File: src/rtl/command_queue_pkg.sv
`default_nettype none
// ============================================================================
// Module      : command_pkg
// Description : Shared command field widths, command record and the
//               command-kind encoding used by command_queue and the core.
// Revision    : 1.0 - initial release
// ============================================================================
package command_pkg;

    localparam int KIND_W = 3;
    localparam int OP1_W  = 4;
    localparam int OP2_W  = 8;

    typedef enum logic [KIND_W-1:0] {
        CMD_NOP   = 3'd0,
        CMD_LOAD  = 3'd1,
        CMD_STORE = 3'd2,
        CMD_ADD   = 3'd3,
        CMD_SUB   = 3'd4,
        CMD_AND   = 3'd5,
        CMD_OR    = 3'd6,
        CMD_HALT  = 3'd7
    } kind_e;

    typedef struct packed {
        logic [KIND_W-1:0] kind;
        logic [OP1_W-1:0]  op1;
        logic [OP2_W-1:0]  op2;
    } command_t;

endpackage
`default_nettype wire

File: src/rtl/command_queue_if.sv
`default_nettype none
// ============================================================================
// Module      : command_queue_if
// Description : Pin-side command capture and core-side valid/ready bundle
//               for command_queue.
// Revision    : 1.0 - initial release
// ============================================================================
interface command_queue_if #(
    parameter int DEPTH  = 4,
    parameter int KIND_W = command_pkg::KIND_W,
    parameter int OP1_W  = command_pkg::OP1_W,
    parameter int OP2_W  = command_pkg::OP2_W
) ();

    logic                     in_strobe;
    logic [KIND_W-1:0]        in_kind;
    logic [OP1_W-1:0]         in_op1;
    logic [OP2_W-1:0]         in_op2;
    logic                     out_valid;
    logic                     out_ready;
    logic [KIND_W-1:0]        out_kind;
    logic [OP1_W-1:0]         out_op1;
    logic [OP2_W-1:0]         out_op2;
    logic [$clog2(DEPTH):0]   count;
    logic                     full;
    logic                     overflow;
    logic                     clear_overflow;

    modport master (
        output in_strobe, in_kind, in_op1, in_op2, out_ready, clear_overflow,
        input  out_valid, out_kind, out_op1, out_op2, count, full, overflow
    );

    modport slave (
        input  in_strobe, in_kind, in_op1, in_op2, out_ready, clear_overflow,
        output out_valid, out_kind, out_op1, out_op2, count, full, overflow
    );

endinterface
`default_nettype wire

File: src/rtl/command_queue_strobe_sync.sv
`default_nettype none
// ============================================================================
// Module      : strobe_sync
// Description : Two-flop synchronizer plus rising-edge detector; emits a
//               one-cycle push_pulse per low-to-high strobe transition.
// Revision    : 1.0 - initial release
// ============================================================================
module strobe_sync (
    input  wire logic clk,
    input  wire logic rst,
    input  wire logic i_strobe,
    output logic      push_pulse
);

    logic r_sync1;
    logic r_sync2;
    logic r_prev;

    always_ff @(posedge clk) begin
        if (rst) begin
            r_sync1 <= 1'b0;
            r_sync2 <= 1'b0;
            r_prev  <= 1'b0;
        end else begin
            r_sync1 <= i_strobe;
            r_sync2 <= r_sync1;
            r_prev  <= r_sync2;
        end
    end

    assign push_pulse = r_sync2 & ~r_prev;

endmodule
`default_nettype wire

File: src/rtl/command_queue.sv
`default_nettype none
// ============================================================================
// Module      : command_queue
// Description : Pin-strobed command capture FIFO feeding the core over
//               valid/ready. COMMAND_QUEUE_SYNC_EN selects an asynchronous,
//               edge-detected strobe instead of a synchronous valid level.
// Revision    : 1.0 - initial release
// ============================================================================
module command_queue #(
    parameter int DEPTH  = 4,
    parameter int KIND_W = command_pkg::KIND_W,
    parameter int OP1_W  = command_pkg::OP1_W,
    parameter int OP2_W  = command_pkg::OP2_W
) (
    input  wire logic        clk,
    input  wire logic        rst,
    command_queue_if.slave   bus
);

    import command_pkg::*;

    localparam int                 c_PTR_W = $clog2(DEPTH);
    localparam int                 c_CNT_W = c_PTR_W + 1;
    localparam logic [c_CNT_W-1:0] c_FULL  = c_CNT_W'(DEPTH);

    logic [c_PTR_W-1:0] r_wr_ptr;
    logic [c_PTR_W-1:0] r_rd_ptr;
    logic [c_CNT_W-1:0] r_count;
    logic               r_overflow;
    command_t           r_mem [DEPTH];

    command_t           w_in_cmd;
    command_t           w_push_cmd;
    command_t           w_head;
    logic               w_push;
    logic               w_pop;
    logic               w_full;
    logic               w_write;
    logic               w_drop;

    assign w_in_cmd.kind = bus.in_kind;
    assign w_in_cmd.op1  = bus.in_op1;
    assign w_in_cmd.op2  = bus.in_op2;

`ifdef COMMAND_QUEUE_SYNC_EN
    logic     w_strobe_pulse;
    logic     r_pend_valid;
    command_t r_pend_cmd;

    strobe_sync u_strobe_sync (
        .clk        (clk),
        .rst        (rst),
        .i_strobe   (bus.in_strobe),
        .push_pulse (w_strobe_pulse)
    );

    // Pins are captured when the edge is detected; the FIFO write follows one edge later.
    always_ff @(posedge clk) begin
        if (rst) begin
            r_pend_valid <= 1'b0;
            r_pend_cmd   <= '0;
        end else begin
            r_pend_valid <= w_strobe_pulse;
            if (w_strobe_pulse) begin
                r_pend_cmd <= w_in_cmd;
            end
        end
    end

    assign w_push     = r_pend_valid;
    assign w_push_cmd = r_pend_cmd;
`else
    assign w_push     = bus.in_strobe;
    assign w_push_cmd = w_in_cmd;
`endif

    assign w_full  = (r_count == c_FULL);
    assign w_pop   = (r_count != '0) && bus.out_ready;
    // A full queue still accepts a push when the head leaves in the same cycle.
    assign w_write = w_push && (!w_full || w_pop);
    assign w_drop  = w_push && w_full && !w_pop;

    always_ff @(posedge clk) begin
        if (rst) begin
            r_wr_ptr   <= '0;
            r_rd_ptr   <= '0;
            r_count    <= '0;
            r_overflow <= 1'b0;
            for (int i = 0; i < DEPTH; i++) begin
                r_mem[i] <= '0;
            end
        end else begin
            if (w_write) begin
                r_mem[r_wr_ptr] <= w_push_cmd;
                r_wr_ptr        <= r_wr_ptr + 1'b1;
            end
            if (w_pop) begin
                r_rd_ptr <= r_rd_ptr + 1'b1;
            end
            if (w_write && !w_pop) begin
                r_count <= r_count + 1'b1;
            end else if (w_pop && !w_write) begin
                r_count <= r_count - 1'b1;
            end
            if (w_drop) begin
                r_overflow <= 1'b1;
            end else if (bus.clear_overflow) begin
                r_overflow <= 1'b0;
            end
        end
    end

    assign w_head        = r_mem[r_rd_ptr];
    assign bus.out_kind  = KIND_W'(w_head.kind);
    assign bus.out_op1   = OP1_W'(w_head.op1);
    assign bus.out_op2   = OP2_W'(w_head.op2);
    assign bus.out_valid = (r_count != '0);
    assign bus.count     = r_count;
    assign bus.full      = w_full;
    assign bus.overflow  = r_overflow;

endmodule
`default_nettype wire
File: src/flat_wrapper.sv
// flat-port wrapper written by rule: the top's interface ports become plain ports
module command_queue_flat import command_pkg::*;
#(
    parameter int DEPTH  = 4,
    parameter int KIND_W = command_pkg::KIND_W,
    parameter int OP1_W  = command_pkg::OP1_W,
    parameter int OP2_W  = command_pkg::OP2_W
)
  (clk, rst, bus_in_strobe, bus_in_kind, bus_in_op1, bus_in_op2, bus_out_ready, bus_clear_overflow, bus_out_valid, bus_out_kind, bus_out_op1, bus_out_op2, bus_count, bus_full, bus_overflow);
  command_queue_if #(.DEPTH(DEPTH), .KIND_W(KIND_W), .OP1_W(OP1_W), .OP2_W(OP2_W)) bus_i ();
  input  wire logic clk;
  input  wire logic rst;
  input wire logic [$bits(bus_i.in_strobe)-1:0] bus_in_strobe;
  input wire logic [$bits(bus_i.in_kind)-1:0] bus_in_kind;
  input wire logic [$bits(bus_i.in_op1)-1:0] bus_in_op1;
  input wire logic [$bits(bus_i.in_op2)-1:0] bus_in_op2;
  input wire logic [$bits(bus_i.out_ready)-1:0] bus_out_ready;
  input wire logic [$bits(bus_i.clear_overflow)-1:0] bus_clear_overflow;
  output wire logic [$bits(bus_i.out_valid)-1:0] bus_out_valid;
  output wire logic [$bits(bus_i.out_kind)-1:0] bus_out_kind;
  output wire logic [$bits(bus_i.out_op1)-1:0] bus_out_op1;
  output wire logic [$bits(bus_i.out_op2)-1:0] bus_out_op2;
  output wire logic [$bits(bus_i.count)-1:0] bus_count;
  output wire logic [$bits(bus_i.full)-1:0] bus_full;
  output wire logic [$bits(bus_i.overflow)-1:0] bus_overflow;
  assign bus_i.in_strobe = bus_in_strobe;
  assign bus_i.in_kind = bus_in_kind;
  assign bus_i.in_op1 = bus_in_op1;
  assign bus_i.in_op2 = bus_in_op2;
  assign bus_i.out_ready = bus_out_ready;
  assign bus_i.clear_overflow = bus_clear_overflow;
  assign bus_out_valid = bus_i.out_valid;
  assign bus_out_kind = bus_i.out_kind;
  assign bus_out_op1 = bus_i.out_op1;
  assign bus_out_op2 = bus_i.out_op2;
  assign bus_count = bus_i.count;
  assign bus_full = bus_i.full;
  assign bus_overflow = bus_i.overflow;
  command_queue #(.DEPTH(DEPTH), .KIND_W(KIND_W), .OP1_W(OP1_W), .OP2_W(OP2_W)) u_core (.clk(clk), .rst(rst), .bus(bus_i));
endmodule
File: config.mk
export PLATFORM = sky130hd
export DESIGN_NAME = command_queue_flat
export DESIGN_NICKNAME = d
export VERILOG_FILES = /design/src/rtl/command_queue_pkg.sv /design/src/rtl/command_queue_if.sv /design/src/rtl/command_queue_strobe_sync.sv /design/src/rtl/command_queue.sv /design/src/flat_wrapper.sv
export SDC_FILE = /design/constraint.sdc
export NUM_CORES = 1
export LEC_CHECK = 0
export CAP_MARGIN = 15
export CORE_AREA = 2 2 80 82
export DETAILED_ROUTE_END_ITERATION = 10
export DIE_AREA = 0 0 82 84
export PLACE_DENSITY = 0.75
export SETUP_SLACK_MARGIN = 0.05
export SLEW_MARGIN = 10
export SYNTH_ARGS = -nofsm -noshare
export SYNTH_HDL_FRONTEND = slang
export SYNTH_SLANG_ARGS = --single-unit
File: constraint.sdc
create_clock -name clk -period 6.2 [get_ports clk]
set_clock_uncertainty 0.15 [all_clocks]
set_input_delay 1.55 -clock clk [delete_from_list [all_inputs] [get_ports clk]]
set_output_delay 1.55 -clock clk [all_outputs]
set_load 0.01 [all_outputs]
Yosys cells after proc, flatten, opt, wreduce, memory -nomap -nowiden
Memories as Yosys holds them, arrays and structs flattened. A register that Yosys moved wholly into a read port is not among the register bits.
Cells that the tools add are included.
{"block": "classes", "n_addsub": 4, "n_eq_ne": 1, "mux": 14, "n_reduce_logical": 14}
{"op": "$mux 15", "count": 1}
{"op": "$reduce_or 15->1", "count": 1}
{"op": "$mux 1", "count": 8}
{"op": "$logic_and 1x1->1", "count": 6}
{"op": "$mux 2", "count": 3}
{"op": "$mux 3", "count": 2}
{"op": "$add 2x1->2 const B", "count": 2}
{"op": "$reduce_bool 2->1", "count": 2}
{"op": "$add 3x1->3 const B", "count": 1}
{"op": "$eq 3x3->1 const B", "count": 1}
{"op": "$logic_not 1->1", "count": 3}
{"op": "$reduce_bool 3->1", "count": 1}
{"op": "$sub 3x1->3 const B", "count": 1}
{"op": "$logic_or 1x1->1", "count": 1}
{"block": "totals", "ff_bits": 8, "mem_bits_rw": 60, "out_inout_bits": 21, "elab_cells": 38, "memories": 1}
{"name": "u_core.r_mem", "words": 4, "word_bits": 15, "read_ports": 1, "rd_ports_with_merged_regs": 1, "write_ports": 4, "line": "command_queue.sv:30", "text": "command_t r_mem [DEPTH];"}

Longest topological paths before layout
{"block": "logic_depth", "depth_word": 9, "ltp_mapped": 9}

Least setup slack after synthesis
No wires, ideal clock.
{"block": "synth_timing", "path_kind": "input-to-reg", "from": "input bus_out_ready", "to": "memory u_core.r_mem[2][0] (netlist name), enable pin", "setup_time_ns": 0.408, "arrival_ns": 2.928, "t_required_ns": 5.642, "setup_slack_ns": 2.714, "stages": 3, "cell_sequence": "nor4b_4 > nand2b_1 > o21ai_0"}
{"item": "from (decl)", "line": "flat_wrapper.sv:17", "text": "input wire logic [$bits(bus_i.out_ready)-1:0] bus_out_ready;"}
{"item": "to (decl)", "line": "command_queue.sv:30"}

==> flow_summary.toml <==
[clocking]
tritoncts_clock_tree = "done"
tritoncts_num_sinks = 70
numCtsBuffers = 9
ctsResizeCount = 0
worst_setup_hold_path_clk_slew_ps = 70
clk_root_buffer_cell = "sky130_fd_sc_hd__clkbuf_8"
clock_path_buffers = 2
holdBufCountCts = 0
post-cts-setup-buffers = 0
htree_num_levels = 3
clk-insertion-delay-late_ps = 330

[final_layout]
area_growth_pct = 23.27
finalNetCount = 266
postLayoutCellArea_um2 = 3791
num_antenna_cells = 0
fraction_of_layout_cells_with_a_size_suffix_above_1 = 0.1566
layout.filler_cells = 501

[drt]
detail_route.first_pass.iterations = 4
drcViolationCount = 0
detail_route.iter0.violations = 120
avgViaCountPerCell = 5.267
wl_per_cell_um = 16.85
postRouteWirelength_um = 5494
vias = 1717
final_antenna_net_count = 0

[job]
max_cap_violations = 0

[sta]
setup_viol_count_final = 0
fin_crit_sh = 0.6683
achievable-frequency_mhz = 241.4
relSlewSlack = 0.3338
max_slew.worst_pin.slew_ps = 997.9
worst_path_setup_slack_after_routing_ps = 2057
timing_max_transition_violations_final = 0
finalHoldViolCount = 0
final_period_minus_worst_setup_slack_ps = 4143
tns_ps = 0
rsz0062_at_grt = "false"

[logic_synthesis]
synth_area_per_cell_um2 = 15.69
netlist_top_cells_area = "sky130_fd_sc_hd__edfxtp_1 59%, sky130_fd_sc_hd__and2_1 12%, sky130_fd_sc_hd__mux4_2 11%, sky130_fd_sc_hd__dfxtp_1 6.5%, sky130_fd_sc_hd__xor2_1 1.1%"
ys_ff_latch = 70
synth_top_cell_by_area = "sky130_fd_sc_hd__edfxtp_1"
synth.yosys.warnings = 0
synth_largest_type_area_fraction = 0.5858
seq_area_frac_synth = 0.6509
library_cells_used_by_synthesis = 30
yosys_most_used_dff = "sky130_fd_sc_hd__edfxtp_1"
synth-edff-count = 60
synthesis.area_um2 = 3075
synth_async_sr_flop_share = 0
synth.cells.most_frequent = "60 x sky130_fd_sc_hd__and2_1, 60 x sky130_fd_sc_hd__edfxtp_1, 15 x sky130_fd_sc_hd__mux4_2, 10 x sky130_fd_sc_hd__dfxtp_1, 7 x sky130_fd_sc_hd__nor2_1"
syn-num-nets = 218
syn-instance-count = 196

[critical_path]
worst_r2r_startpoint = "u_core.bus.count[0]"
critical-path-slowest-cell = "sky130_fd_sc_hd__dfxtp_1"
reg2reg_setup_slack_ps = 3720
endpoint_of_the_most_critical_setup_path = "bus_out_kind[0]"
timing.critical_path.fanout_max = 15
cp_max_stage_delay_ps = 980
r2r.worst_path.cells = 9
timing.critical_path.required_ps = 4500
cp.arrival_ps = 2440
r2r-end = "u_core.bus.count[2]"
crit_path_end_kind = "output pin"
timing_worst_setup_path_type = "flip-flop to output pin"
timing.critical_path.cells = "mux4_2 > clkdlybuf4s50_1"
cp-start-kind = "flip-flop"

[floorplan]
initial_core_util = 0.5045
design.portCount = 41
die_h_um = 84
die_area_um2 = 6888
die_w_um = 82
std_cell_rows = 29
coreArea_um2 = 6096

[power_and_ir_drop]
net-switching-power_w = 0.0003527
internal_power_w = 0.001008
power_per_cell_area_nw_per_um2 = 358.8
sequentialPowerShare = 0.470
static-leakage-power_nw = 1.381
clock_power_share = 0.281
switching_share = 0.2593
share_comb_of_total_power = 0.249
irDropWorstVdd_uv = 255.6

[placed_design]
buffer_ports.inserted = 40
post_dp_cell_area_um2 = 3586
dp_hpwl_um = 3672
dp_slack_ps = 2174
globalplace.congestion = 0.6982

[run_status]
status = "finished, final reports clean"

[global_route]
maximum_number_of_pins_on_one_net_before_global_route_repair = 17
initial_antenna_violation_count = 0
grt.overflow.total = 0
grt_pass1_wl_um = 8659
grt_use_total = 0.1756
first_global_vias = 1679

[hold_path]
min-delay-path-class = "flip-flop to flip-flop"
==> power groups by stage <==
| stage | logic (W) | clock network, W | registers, W |
|---|---|---|---|
| finish | 0.000339 | 0.000383 | 0.000639 |
| global placement | 0.000337 | 0 | 0.000650 |
| detailed placement | 0.000342 | 0 | 0.000652 |
| CTS | 0.000343 | 0.000392 | 0.000642 |
| global route | 0.000370 | 0.000409 | 0.000651 |
| floorplan | 0.000218 | 0 | 0.000613 |
==> how the worst min path moves through the flow <==
| stage | startpoint | endpoint | cells past startpoint | slack [ps] |
|---|---|---|---|---|
| after floorplan | u_core.r_rd_ptr[1] | flip-flop | 2 | 330 |
| after global placement | u_core.bus.overflow | u_core.bus.overflow | 2 | 320 |
| after detailed placement | u_core.bus.overflow | u_core.bus.overflow | 2 | 320 |
| after CTS | u_core.bus.overflow | u_core.bus.overflow | 2 | 330 |
| after global routing | u_core.bus.overflow | u_core.bus.overflow | 2 | 360 |
| final | u_core.bus.overflow | u_core.bus.overflow | 2 | 320 |
==> cell usage in the layout, fill, tap and decap left out, types with 2 or more instances in the layout <==
cell type and instances:
sky130_fd_sc_hd__nand2b_1 3, sky130_fd_sc_hd__clkbuf_1 2, sky130_fd_sc_hd__buf_4 5, sky130_fd_sc_hd__a21oi_1 2
sky130_fd_sc_hd__inv_1 3, sky130_fd_sc_hd__xor2_1 4, sky130_fd_sc_hd__bufinv_16 2, sky130_fd_sc_hd__clkdlybuf4s50_1 40
sky130_fd_sc_hd__dfxtp_1 10, sky130_fd_sc_hd__clkinv_2 2, sky130_fd_sc_hd__and2_1 60, sky130_fd_sc_hd__edfxtp_1 60
sky130_fd_sc_hd__nor2_1 7, sky130_fd_sc_hd__or3_1 2, sky130_fd_sc_hd__mux4_2 15, sky130_fd_sc_hd__clkbuf_8 9
sky130_fd_sc_hd__nand2_1 2
==> metal layers <==
| layer | routed length, um | global-route usage | vias to the layer above |
|---|---|---|---|
| met2 | 2867 | 0.2816 | 33 |
| li1 | - | - | 817 |
| met5 | 0 | 0 | - |
| met3 | 209 | 0.04762 | 7 |
| met4 | 81 | 0.06818 | 0 |
| met1 | 2336 | 0.2258 | 860 |
==> state kept, by name, summed over array words and instances, names as in the netlist, named ones only <==
name / flops
u_core.bus.overflow: 1
u_core.r_mem: 60
u_core.r_rd_ptr: 2
u_core.bus.count: 3
u_core.r_wr_ptr: 2
==> cell type report <==
class / count / area (um2) / share of cell area
sequential: 70 / 2002 / 0.5281
multi-input combinational: 115 / 1039 / 0.2739
timing repair buffer: 45 / 437.9 / 0.1155
clock buffer: 11 / 131.4 / 0.03465
tap: 77 / 96.34 / 0.02541
clock inverter: 5 / 73.82 / 0.01947
inverter: 3 / 11.26 / 0.002970
==> stage by stage <==
stage | cells | power [W] | hold WS [ps] | utilization
finish | 326 | 0.001360 | 322.5 | 0.6219
global route | 326 | 0.001430 | 360.3 | 0.6219
CTS | 326 | 0.001377 | 329.1 | 0.6219
detailed placement | 310 | 0.0009933 | 324.1 | 0.5883
global placement | 310 | 0.0009872 | 321.7 | 0.5883
floorplan | 196 | 0.0008307 | 334.7 | -
==> worst max-delay path: cells and delay by family, from the launching register on <==
family	cells	cell delay, ps
buffers and inverters	1	500
DFF	1	980
muxes	1	630
==> cell families after synthesis <==
logic type	Yosys count	synth area share
and+or+nand+nor	83	0.1766
DFF	70	0.6509
xor gates and xnor gates	4	0.01139
AOI/OAI and AO/OA	9	0.01912
adders and majority gates	2	0.01058
muxes	17	0.1168
buffers and inverters	11	0.01465
No activity file was read; power rests on OpenSTA's default activity.
